**src/rtl/alignment_ignition_gate.sv**
```systemverilog
// Turns smoothed detector sensitivity plus an SR request into one shaped ignition episode:
// arm after a sustained dwell, then ramp gain up, hold, ramp down and sit out a refractory period.
module alignment_ignition_gate #(
  parameter int WIDTH          = 18,
  parameter int FRAC           = 14,
  parameter int EMA_SHIFT      = 4,
  parameter int ARM_THRESH     = 9830,
  parameter int DISARM_THRESH  = 8192,
  parameter int DWELL_CYCLES   = 16,
  parameter int RAMP_STEP      = 1024,
  parameter int HOLD_CYCLES    = 32,
  parameter int REFRACT_CYCLES = 64,
  parameter int CNT_WIDTH      = 16
) (
  input  logic                        clk,
  input  logic                        rst_n,
  input  logic                        clk_en,
  input  logic signed [WIDTH-1:0]     ignition_sensitivity,
  input  logic                        sr_event,
  output logic signed [WIDTH-1:0]     sens_smoothed,
  output logic        [2:0]           state,
  output logic                        ignition_active,
  output logic                        ignition_pulse,
  output logic signed [WIDTH-1:0]     ignition_gain,
  output logic        [CNT_WIDTH-1:0] event_count,
  output logic        [CNT_WIDTH-1:0] missed_count
);

  localparam int OneInt = 1 << FRAC;
  localparam int DwellW = (DWELL_CYCLES > 1) ? $clog2(DWELL_CYCLES) : 1;
  localparam int HoldW  = (HOLD_CYCLES > 1) ? $clog2(HOLD_CYCLES) : 1;
  localparam int RefW   = (REFRACT_CYCLES > 1) ? $clog2(REFRACT_CYCLES) : 1;

  localparam logic signed [WIDTH-1:0] One       = WIDTH'(OneInt);
  localparam logic signed [WIDTH:0]   OneX      = (WIDTH+1)'(OneInt);
  localparam logic signed [WIDTH:0]   StepX     = (WIDTH+1)'(RAMP_STEP);
  localparam logic signed [WIDTH-1:0] ArmThr    = WIDTH'(ARM_THRESH);
  localparam logic signed [WIDTH-1:0] DisarmThr = WIDTH'(DISARM_THRESH);
  localparam logic [DwellW-1:0]       DwellLast = DwellW'(DWELL_CYCLES - 1);
  localparam logic [HoldW-1:0]        HoldLast  = HoldW'(HOLD_CYCLES - 1);
  localparam logic [RefW-1:0]         RefLast   = RefW'(REFRACT_CYCLES - 1);

  typedef enum logic [2:0] {
    StIdle    = 3'd0,
    StArmed   = 3'd1,
    StRise    = 3'd2,
    StHold    = 3'd3,
    StFall    = 3'd4,
    StRefract = 3'd5
  } state_e;

  state_e                    state_q, state_d;
  logic signed [WIDTH-1:0]   sens_q, sens_d;
  logic signed [WIDTH-1:0]   gain_q, gain_d;
  logic [DwellW-1:0]         dwell_q, dwell_d;
  logic [HoldW-1:0]          hold_q, hold_d;
  logic [RefW-1:0]           ref_q, ref_d;
  logic [CNT_WIDTH-1:0]      event_q, event_d;
  logic [CNT_WIDTH-1:0]      missed_q, missed_d;
  logic                      pulse_q, pulse_d;

  logic signed [WIDTH-1:0]   x_clamp;
  logic signed [WIDTH:0]     ema_diff, ema_step;
  logic signed [WIDTH-1:0]   sens_next;
  logic signed [WIDTH:0]     gain_ext, gain_up, gain_dn;
  logic                      unused_ema_msb;

  // Clamp then EMA; the difference carries one guard bit so it cannot wrap.
  always_comb begin
    if (ignition_sensitivity < 0) begin
      x_clamp = '0;
    end else if (ignition_sensitivity > One) begin
      x_clamp = One;
    end else begin
      x_clamp = ignition_sensitivity;
    end
    ema_diff  = {x_clamp[WIDTH-1], x_clamp} - {sens_q[WIDTH-1], sens_q};
    ema_step  = ema_diff >>> EMA_SHIFT;
    sens_next = sens_q + ema_step[WIDTH-1:0];
  end

  assign unused_ema_msb = ema_step[WIDTH];

  always_comb begin
    gain_ext = {gain_q[WIDTH-1], gain_q};
    gain_up  = gain_ext + StepX;
    gain_dn  = gain_ext - StepX;
  end

  always_comb begin
    state_d  = state_q;
    sens_d   = sens_q;
    gain_d   = gain_q;
    dwell_d  = dwell_q;
    hold_d   = hold_q;
    ref_d    = ref_q;
    event_d  = event_q;
    missed_d = missed_q;
    pulse_d  = 1'b0;

    if (clk_en) begin
      sens_d = sens_next;

      if (sr_event && (state_q != StArmed) && (missed_q != '1)) begin
        missed_d = missed_q + CNT_WIDTH'(1);
      end

      case (state_q)
        StIdle: begin
          if (sens_q >= ArmThr) begin
            if (dwell_q == DwellLast) begin
              state_d = StArmed;
              dwell_d = '0;
            end else begin
              dwell_d = dwell_q + DwellW'(1);
            end
          end else begin
            dwell_d = '0;
          end
        end
        StArmed: begin
          // A request wins over disarm on the same edge.
          if (sr_event) begin
            state_d = StRise;
            pulse_d = 1'b1;
            if (event_q != '1) begin
              event_d = event_q + CNT_WIDTH'(1);
            end
          end else if (sens_q < DisarmThr) begin
            state_d = StIdle;
          end
        end
        StRise: begin
          if (gain_up >= OneX) begin
            gain_d  = One;
            state_d = StHold;
          end else begin
            gain_d = gain_up[WIDTH-1:0];
          end
        end
        StHold: begin
          if (hold_q == HoldLast) begin
            hold_d  = '0;
            state_d = StFall;
          end else begin
            hold_d = hold_q + HoldW'(1);
          end
        end
        StFall: begin
          if (gain_dn[WIDTH] || (gain_dn == '0)) begin
            gain_d  = '0;
            state_d = StRefract;
          end else begin
            gain_d = gain_dn[WIDTH-1:0];
          end
        end
        StRefract: begin
          if (ref_q == RefLast) begin
            ref_d   = '0;
            dwell_d = '0;
            state_d = StIdle;
          end else begin
            ref_d = ref_q + RefW'(1);
          end
        end
        default: begin
          state_d = StIdle;
          gain_d  = '0;
          dwell_d = '0;
          hold_d  = '0;
          ref_d   = '0;
        end
      endcase
    end
  end

  // The pulse register is not gated by clk_en so it stays exactly one clk wide.
  always_ff @(posedge clk or negedge rst_n) begin
    if (!rst_n) begin
      state_q  <= StIdle;
      sens_q   <= '0;
      gain_q   <= '0;
      dwell_q  <= '0;
      hold_q   <= '0;
      ref_q    <= '0;
      event_q  <= '0;
      missed_q <= '0;
      pulse_q  <= 1'b0;
    end else begin
      state_q  <= state_d;
      sens_q   <= sens_d;
      gain_q   <= gain_d;
      dwell_q  <= dwell_d;
      hold_q   <= hold_d;
      ref_q    <= ref_d;
      event_q  <= event_d;
      missed_q <= missed_d;
      pulse_q  <= pulse_d;
    end
  end

  assign sens_smoothed   = sens_q;
  assign state           = state_q;
  assign ignition_active = (state_q == StRise) || (state_q == StHold) || (state_q == StFall);
  assign ignition_pulse  = pulse_q;
  assign ignition_gain   = gain_q;
  assign event_count     = event_q;
  assign missed_count    = missed_q;

endmodule

```
**config.mk**
```make
export PLATFORM = sky130hd
export DESIGN_NAME = alignment_ignition_gate
export DESIGN_NICKNAME = d
export VERILOG_FILES = /design/src/rtl/alignment_ignition_gate.sv
export SDC_FILE = /design/constraint.sdc
export NUM_CORES = 1
export LEC_CHECK = 0
export CAP_MARGIN = 25
export CELL_PAD_IN_SITES_DETAIL_PLACEMENT = 0
export CELL_PAD_IN_SITES_GLOBAL_PLACEMENT = 1
export CORE_ASPECT_RATIO = 2
export CORE_MARGIN = 8
export CORE_UTILIZATION = 42
export CTS_BUF_LIST = sky130_fd_sc_hd__clkbuf_4 sky130_fd_sc_hd__clkbuf_8
export CTS_CLUSTER_DIAMETER = 50
export DETAILED_ROUTE_END_ITERATION = 12
export PLACE_DENSITY_LB_ADDON = 0.1
export SLEW_MARGIN = 20
export SYNTH_ARGS = -nofsm -noshare
export SYNTH_HDL_FRONTEND = slang
export SYNTH_SLANG_ARGS = --single-unit
```
**constraint.sdc**
```tcl
create_clock -name clk -period 4.68 [get_ports clk]
set_clock_uncertainty 0.15 [all_clocks]
set_input_delay 0.468 -clock clk [delete_from_list [all_inputs] [get_ports clk]]
set_output_delay 0.468 -clock clk [all_outputs]
set_load 0.005 [all_outputs]
```
# ---- Word level (Yosys, flattened, before mapping)
# Index checks and enable logic that the tools add are counted.
dict set report word_totals {
  ramBits 0
  latch_bits 0
  memories 0
  mem_bits_ro 0
  regBits 87
}
dict set report op_classes {
  n_mul 0
  n_div 0
  eq_ne 18
  n_shift 0
  mux 25
  bitwise 4
  n_reduce_logical 18
  addsub 9
  order_cmp 5
}
# op n
set ops {}
lappend ops {{$mux W18} 4}
lappend ops {{$pmux W18 S3} 1}
lappend ops {{$add A16 B1 Y16 const B} 2}
lappend ops {{$ne A16 B16 Y1 const B} 2}
lappend ops {{$mux W3} 8}
lappend ops {{$add A18 B12 Y19 const B} 1}
lappend ops {{$ge A19 B16 Y1 const B} 1}
lappend ops {{$logic_not A19 Y1} 1}
lappend ops {{$sub A18 B12 Y19 const B} 1}
lappend ops {{$sub A18 B18 Y19} 1}
lappend ops {{$add A18 B18 Y18} 1}
lappend ops {{$ge A18 B15 Y1 const B} 1}
lappend ops {{$gt A18 B16 Y1 const B} 1}
lappend ops {{$lt A18 B1 Y1 const B} 1}
lappend ops {{$lt A18 B15 Y1 const B} 1}
lappend ops {{$pmux W3 S6} 1}
lappend ops {{$mux W4} 3}
lappend ops {{$ne A2 B2 Y1 const B} 6}
lappend ops {{$pmux W4 S3} 1}
lappend ops {{$pmux W6 S2} 1}
lappend ops {{$pmux W5 S2} 1}
lappend ops {{$reduce_or A5 Y1} 2}
lappend ops {{$reduce_and A2 Y1} 4}
lappend ops {{$reduce_and A8 Y1} 1}
lappend ops {{21 further kinds} 32}

# ---- Longest topological paths before layout
dict set report depth {
  word_depth 5
  depth_mapped 21
}

# ---- Least setup slack after synthesis
# OpenSTA, ideal clock, no wires.
dict set report synth_timing {
  kind {in2reg}
  from {in ignition_sensitivity[9]}
  to {reg sens_q[17] (netlist: sens_smoothed[17])}
  setup_time_ns 0.128
  stages 21
  path_slack_ns -0.538
  arrival_ns 4.939
  t_required_ns 4.402
  path_cell_list {nor4_1 nand4_1 a2111oi_0 clkbuf_1 and2_1 ha_1 and3b_1 a221o_1 a32oi_1 a211oi_1 o21a_1 o211ai_1 nand3_1 ha_1 nand3_1 nor4_1 o311ai_1 a31oi_1 o21a_1 nor2_1 a2bb2oi_1}
}
dict set report synth_between {
  elab_chain_cells 5
  elab_cells_between_ends 6
  classes_between {2 x add/sub; 2 x order compare; 2 x mux}
}
# element line_no
set synth_rtl {}
lappend synth_rtl {{start, declared} 18} ;# input logic signed [WIDTH-1:0] ignition_sensitivity,
lappend synth_rtl {{$gt A18 B16 Y1} 72} ;# end else if (ignition_sensitivity > One) begin
lappend synth_rtl {{$mux W18} 72}
lappend synth_rtl {{$mux W18 (*)} 70} ;# if (ignition_sensitivity < 0) begin
lappend synth_rtl {{$sub A18 B18 Y19 (*)} 77} ;# ema_diff = {x_clamp[WIDTH-1], x_clamp} - {sens_q[WIDTH-1], sens_q};
lappend synth_rtl {{$add A18 B18 Y18 (*)} 79} ;# sens_next = sens_q + ema_step[WIDTH-1:0];
lappend synth_rtl {{end signal, assigned} 191} ;# sens_q <= sens_d;
lappend synth_rtl {{end, declared} 53} ;# logic signed [WIDTH-1:0] sens_q, sens_d;
# Mark *: on every way between the ends. The rest lies on a longest branch, timed or not.
# A chain may end at the register's enable or synchronous reset.

# ---- Final worst setup path
dict set report layout_timing {
  from {in ignition_sensitivity[12]}
  to {reg sens_q[17] (netlist: sens_smoothed[17])}
}
# The elaborated chain is that of the path after synthesis.

==> reports/summary.txt <==
WORST SETUP PATH
------------------------------------------------------------------------------------------------------
Type of element launching the critical path                                                  input pin
Required time at the endpoint of the critical path                                             4.77 ns
Classification of the worst setup path                                                          in2reg
Endpoint class of the critical path                                                           register
Data arrival at the endpoint of the critical path                                              5.04 ns
Slowest CP cell                                                                           sky130_fd_sc_hd__a2111oi_4
Worst stage delay on the critical path                                                         0.37 ns
Max Fanout on Critical Path                                                                          3
Reg-to-reg critical path startpoint                                                       sens_smoothed[1]
Number of cells on the worst reg-to-reg path                                                        17
CP cell instances                                                                         buf_6, nor4_4, buf_4, nand4_1, a2111oi_4, and2_4, ha_4, and3b_1, a221o_1, o211a_1, o31a_1, o21ai_2, nor2b_4, xnor2_1, ha_1, a21oi_2, o211ai_1, o311ai_2, a31oi_1, o21a_1, o31ai_2, a2bb2oi_1
CP Launch Point                                                                           ignition_sensitivity[12]

CTS
------------------------------------------------------------------------------------------------------
Clock latency at the later pin of the worst-skew pair                                          0.36 ns
Sinks on Clock Net                                                                                  77
Root Buffer                                                                               sky130_fd_sc_hd__clkbuf_8
Clock transition at the register clock pins on the worst setup and hold paths after CTS        0.09 ns
Maximum clock insertion buffer count                                                                 2
Number of buffers created by CTS                                                                     9
Number of levels in the clock H-tree                                                                 3
Clock tree from TritonCTS                                                                         done

GLOBAL ROUTING
------------------------------------------------------------------------------------------------------
Global-route wire length before repair                                                    30080 microns
GRT Resource Usage Total                                                                        0.2057
Largest net degree at the start of global routing                                                   78
Antenna violations before repair                                                                     0
Leftover overflow at the end of global routing                                                       0
Vias in the first global route                                                                    6247

DIE
------------------------------------------------------------------------------------------------------
Die footprint                                                                              18450 sq um
Row cnt                                                                                             61
IO Pins                                                                                             95
Initial Utilization                                                                             0.4281
Die Height                                                                                184.3 microns
Floorplan core area                                                                        13890 sq um
Die span in x                                                                             100.1 microns

TIMING
------------------------------------------------------------------------------------------------------
Final critical-path share of the clock period                                                    1.056
Pins over their slew limit                                                                           0
Final Hold Fails                                                                                    21
Hold slack                                                                                 -0.03065 ns
Setup slack of the critical path after layout                                               -0.2632 ns
Final setup vio count                                                                                7
Clock period minus final worst setup slack                                                    4.943 ns
Achievable Freq                                                                              202.3 MHz
Setup repair after global routing missed its margin                                               true
Relative slew slack                                                                             0.5087
Slew @ Worst Pin                                                                             0.7370 ns

LOGIC SYNTHESIS
------------------------------------------------------------------------------------------------------
Number of warnings issued by yosys                                                                   0
Unique masters post-synth                                                                           78
Netlist Area Pre-Place                                                                      5947 sq um
Most common flop cell mapped by yosys                                                     sky130_fd_sc_hd__dfrtp_1
Sequential cell area fraction in the yosys report                                               0.3240
Mean post-synth cell area                                                                  8.544 sq um
Largest cells by area after synthesis                                                     sky130_fd_sc_hd__dfrtp_1 (32%), sky130_fd_sc_hd__ha_1 (9.0%), sky130_fd_sc_hd__xnor2_1 (5.4%)
Post-synth top area share                                                                       0.3240
Post-synth EDFFs                                                                                     0
Share of flip-flops with an asynchronous set or reset                                            1.000
Dominant cell type by area after synthesis                                                sky130_fd_sc_hd__dfrtp_1
Register bit total from synthesis                                                                   77
Number of standard cells after synthesis                                                           696

OUTCOME
------------------------------------------------------------------------------------------------------
Violated checks                                                                           negative hold slack, negative setup slack
Result of the run                                                                         finished with violations

MIN PATH
------------------------------------------------------------------------------------------------------
Type of the tightest min-delay check                                                          in2async

POWER AND IR DROP
------------------------------------------------------------------------------------------------------
Power density normalized to cell area                                                     709.9 nW/um^2
Worst IR drop on VDD                                                                         0.3466 mV
Total chip power                                                                              5.744 mW
Static leakage power                                                                          3.598 nW

LAYOUT
------------------------------------------------------------------------------------------------------
Number of antenna repair diodes                                                                      0
Post-layout nets                                                                                   931
Ratio of cells with drive above 1 in the final layout                                           0.2207
Fin area                                                                                    8090 sq um
Synth-to-Final Area Change                                                                      36.04%
Most common cell after layout, fill and taps aside                                        sky130_fd_sc_hd__buf_4
Highest-count cells in the layout ignoring fill and taps                                  sky130_fd_sc_hd__buf_4 (93), sky130_fd_sc_hd__dfrtp_1 (77), sky130_fd_sc_hd__clkdlybuf4s50_1 (69)

PLACED DESIGN
------------------------------------------------------------------------------------------------------
Pre-CTS setup slack                                                                          -1.096 ns
Detailed placement HPWL                                                                   14560 microns
Placed instance area                                                                        7551 sq um
Count of buffers from port buffering                                                                84
Final weighted congestion in routability-driven placement                                       0.9063

ROUTING
------------------------------------------------------------------------------------------------------
DR iter-0 viols                                                                                    163
Routed wire per std cell                                                                  17.60 microns
Routed vias                                                                                       5819
Aggregate routed wire length                                                              18630 microns
Final antenna-violating net count                                                                    0
Remaining routing DRC violations                                                                     0
Vias per std cell                                                                                5.495
Number of iterations in the first detailed-routing pass                                              5

RUN
------------------------------------------------------------------------------------------------------
Max-capacitance violation count                                                                      0

==> worst paths after layout <==
| kind | endpoint | slack (ns) |
|---|---|---|
| worst max register to register | sens_smoothed[17] | 0.42 |
| max in group asynchronous | sens_smoothed[10] | 3.88 |
| min in group clk | dwell_q[3] | 0.33 |
| worst max-delay path | sens_smoothed[17] | -0.26 |
| worst min register to register | dwell_q[3] | 0.33 |
| worst min-delay path | event_count[5] | -0.03 |
==> critical path: cells and delay by family <==
kind | cells | cell delay, ns
buffers and inverters | 2 | 0.25
XOR/XNOR | 1 | 0.12
AND/OR/NAND/NOR | 5 | 0.95
adder cells (fa/ha/maj) | 2 | 0.50
AO/OA/AOI/OAI | 12 | 2.73
==> what timing repair did <==
item	CTS	global route
gates resized for setup	74	30
hold buffers	0	0
pin swaps	37	31
buffers inserted	2	10
setup endpoints to repair	13	13
==> state kept, by name, summed over array words and instances, names as in the netlist <==
signal          cells
sens_smoothed      18
event_count        16
missed_count       16
ignition_gain       8
ref_q               6
hold_q              5
dwell_q             4
state               3
ignition_pulse      1
==> power breakdown <==
group | internal, mW | switching [mW] | leakage [nW]
combinational | 2.09 | 1.99 | 2.52
sequential | 0.851 | 0.312 | 0.987
clock | 0.216 | 0.286 | 0.0914
total | 3.16 | 2.59 | 3.60
==> logic make-up after synthesis <==
group	synth area share
simple gates	0.2228
compound gates	0.2043
flops	0.3240
buf+inv	0.05765
xor+xnor	0.08100
fa+ha+maj	0.09384
mux	0.01578
other cells	0.0006306
==> layer usage <==
layer | vias up | track usage | wire [microns]
li1 | 2830 | - | -
met1 | 2821 | 0.1750 | 6196
met2 | 117 | 0.4130 | 10910
met3 | 51 | 0.03099 | 526
met4 | 0 | 0.1421 | 1001
met5 | - | 0 | 0
==> synthesized netlist by cell type (all sizes together), types with 6 or more instances <==
master and number:
dfrtp 77, nand2 62, nor2 48, o21ai 44
ha 43, inv 42, a21oi 38, xnor2 37
nor3 26, nand3 25, buf 19, xor2 18
and2 16, and3 13, clkbuf 12, nand4 12
nor4 11, o211ai 10, a21o 9, a22o 8
nor2b 7, a211o 6, a211oi 6, a31oi 6
mux2i 6, or2 6
==> stage by stage <==
stage / std cells / hold WS (ns) / util / setup TNS [ns]
3_5_place_dp: 1031 / 0.3225 / 0.5436 / -11.68
3_3_place_gp: 1031 / 0.3047 / 0.5436 / -11.43
2_1_floorplan: 707 / 0.02241 / - / -0.4434
6_report: 1059 / -0.03065 / 0.5824 / -1.016
5_1_grt: 1059 / 0.02255 / 0.5824 / -3.031
4_1_cts: 1049 / 0.1524 / 0.5669 / -1.211
==> area by class of cell <==
cell class,count,area (sq um)
Fill cell,1324,5801
Multi-Input combinational cell,557,4055
Sequential cell,77,1927
Timing Repair Buffer,178,1524
Tap cell,189,236.5
Inverter,42,157.7
Clock buffer,10,137.6
Clock inverter,6,52.55
(Power assumes the default switching activity.)
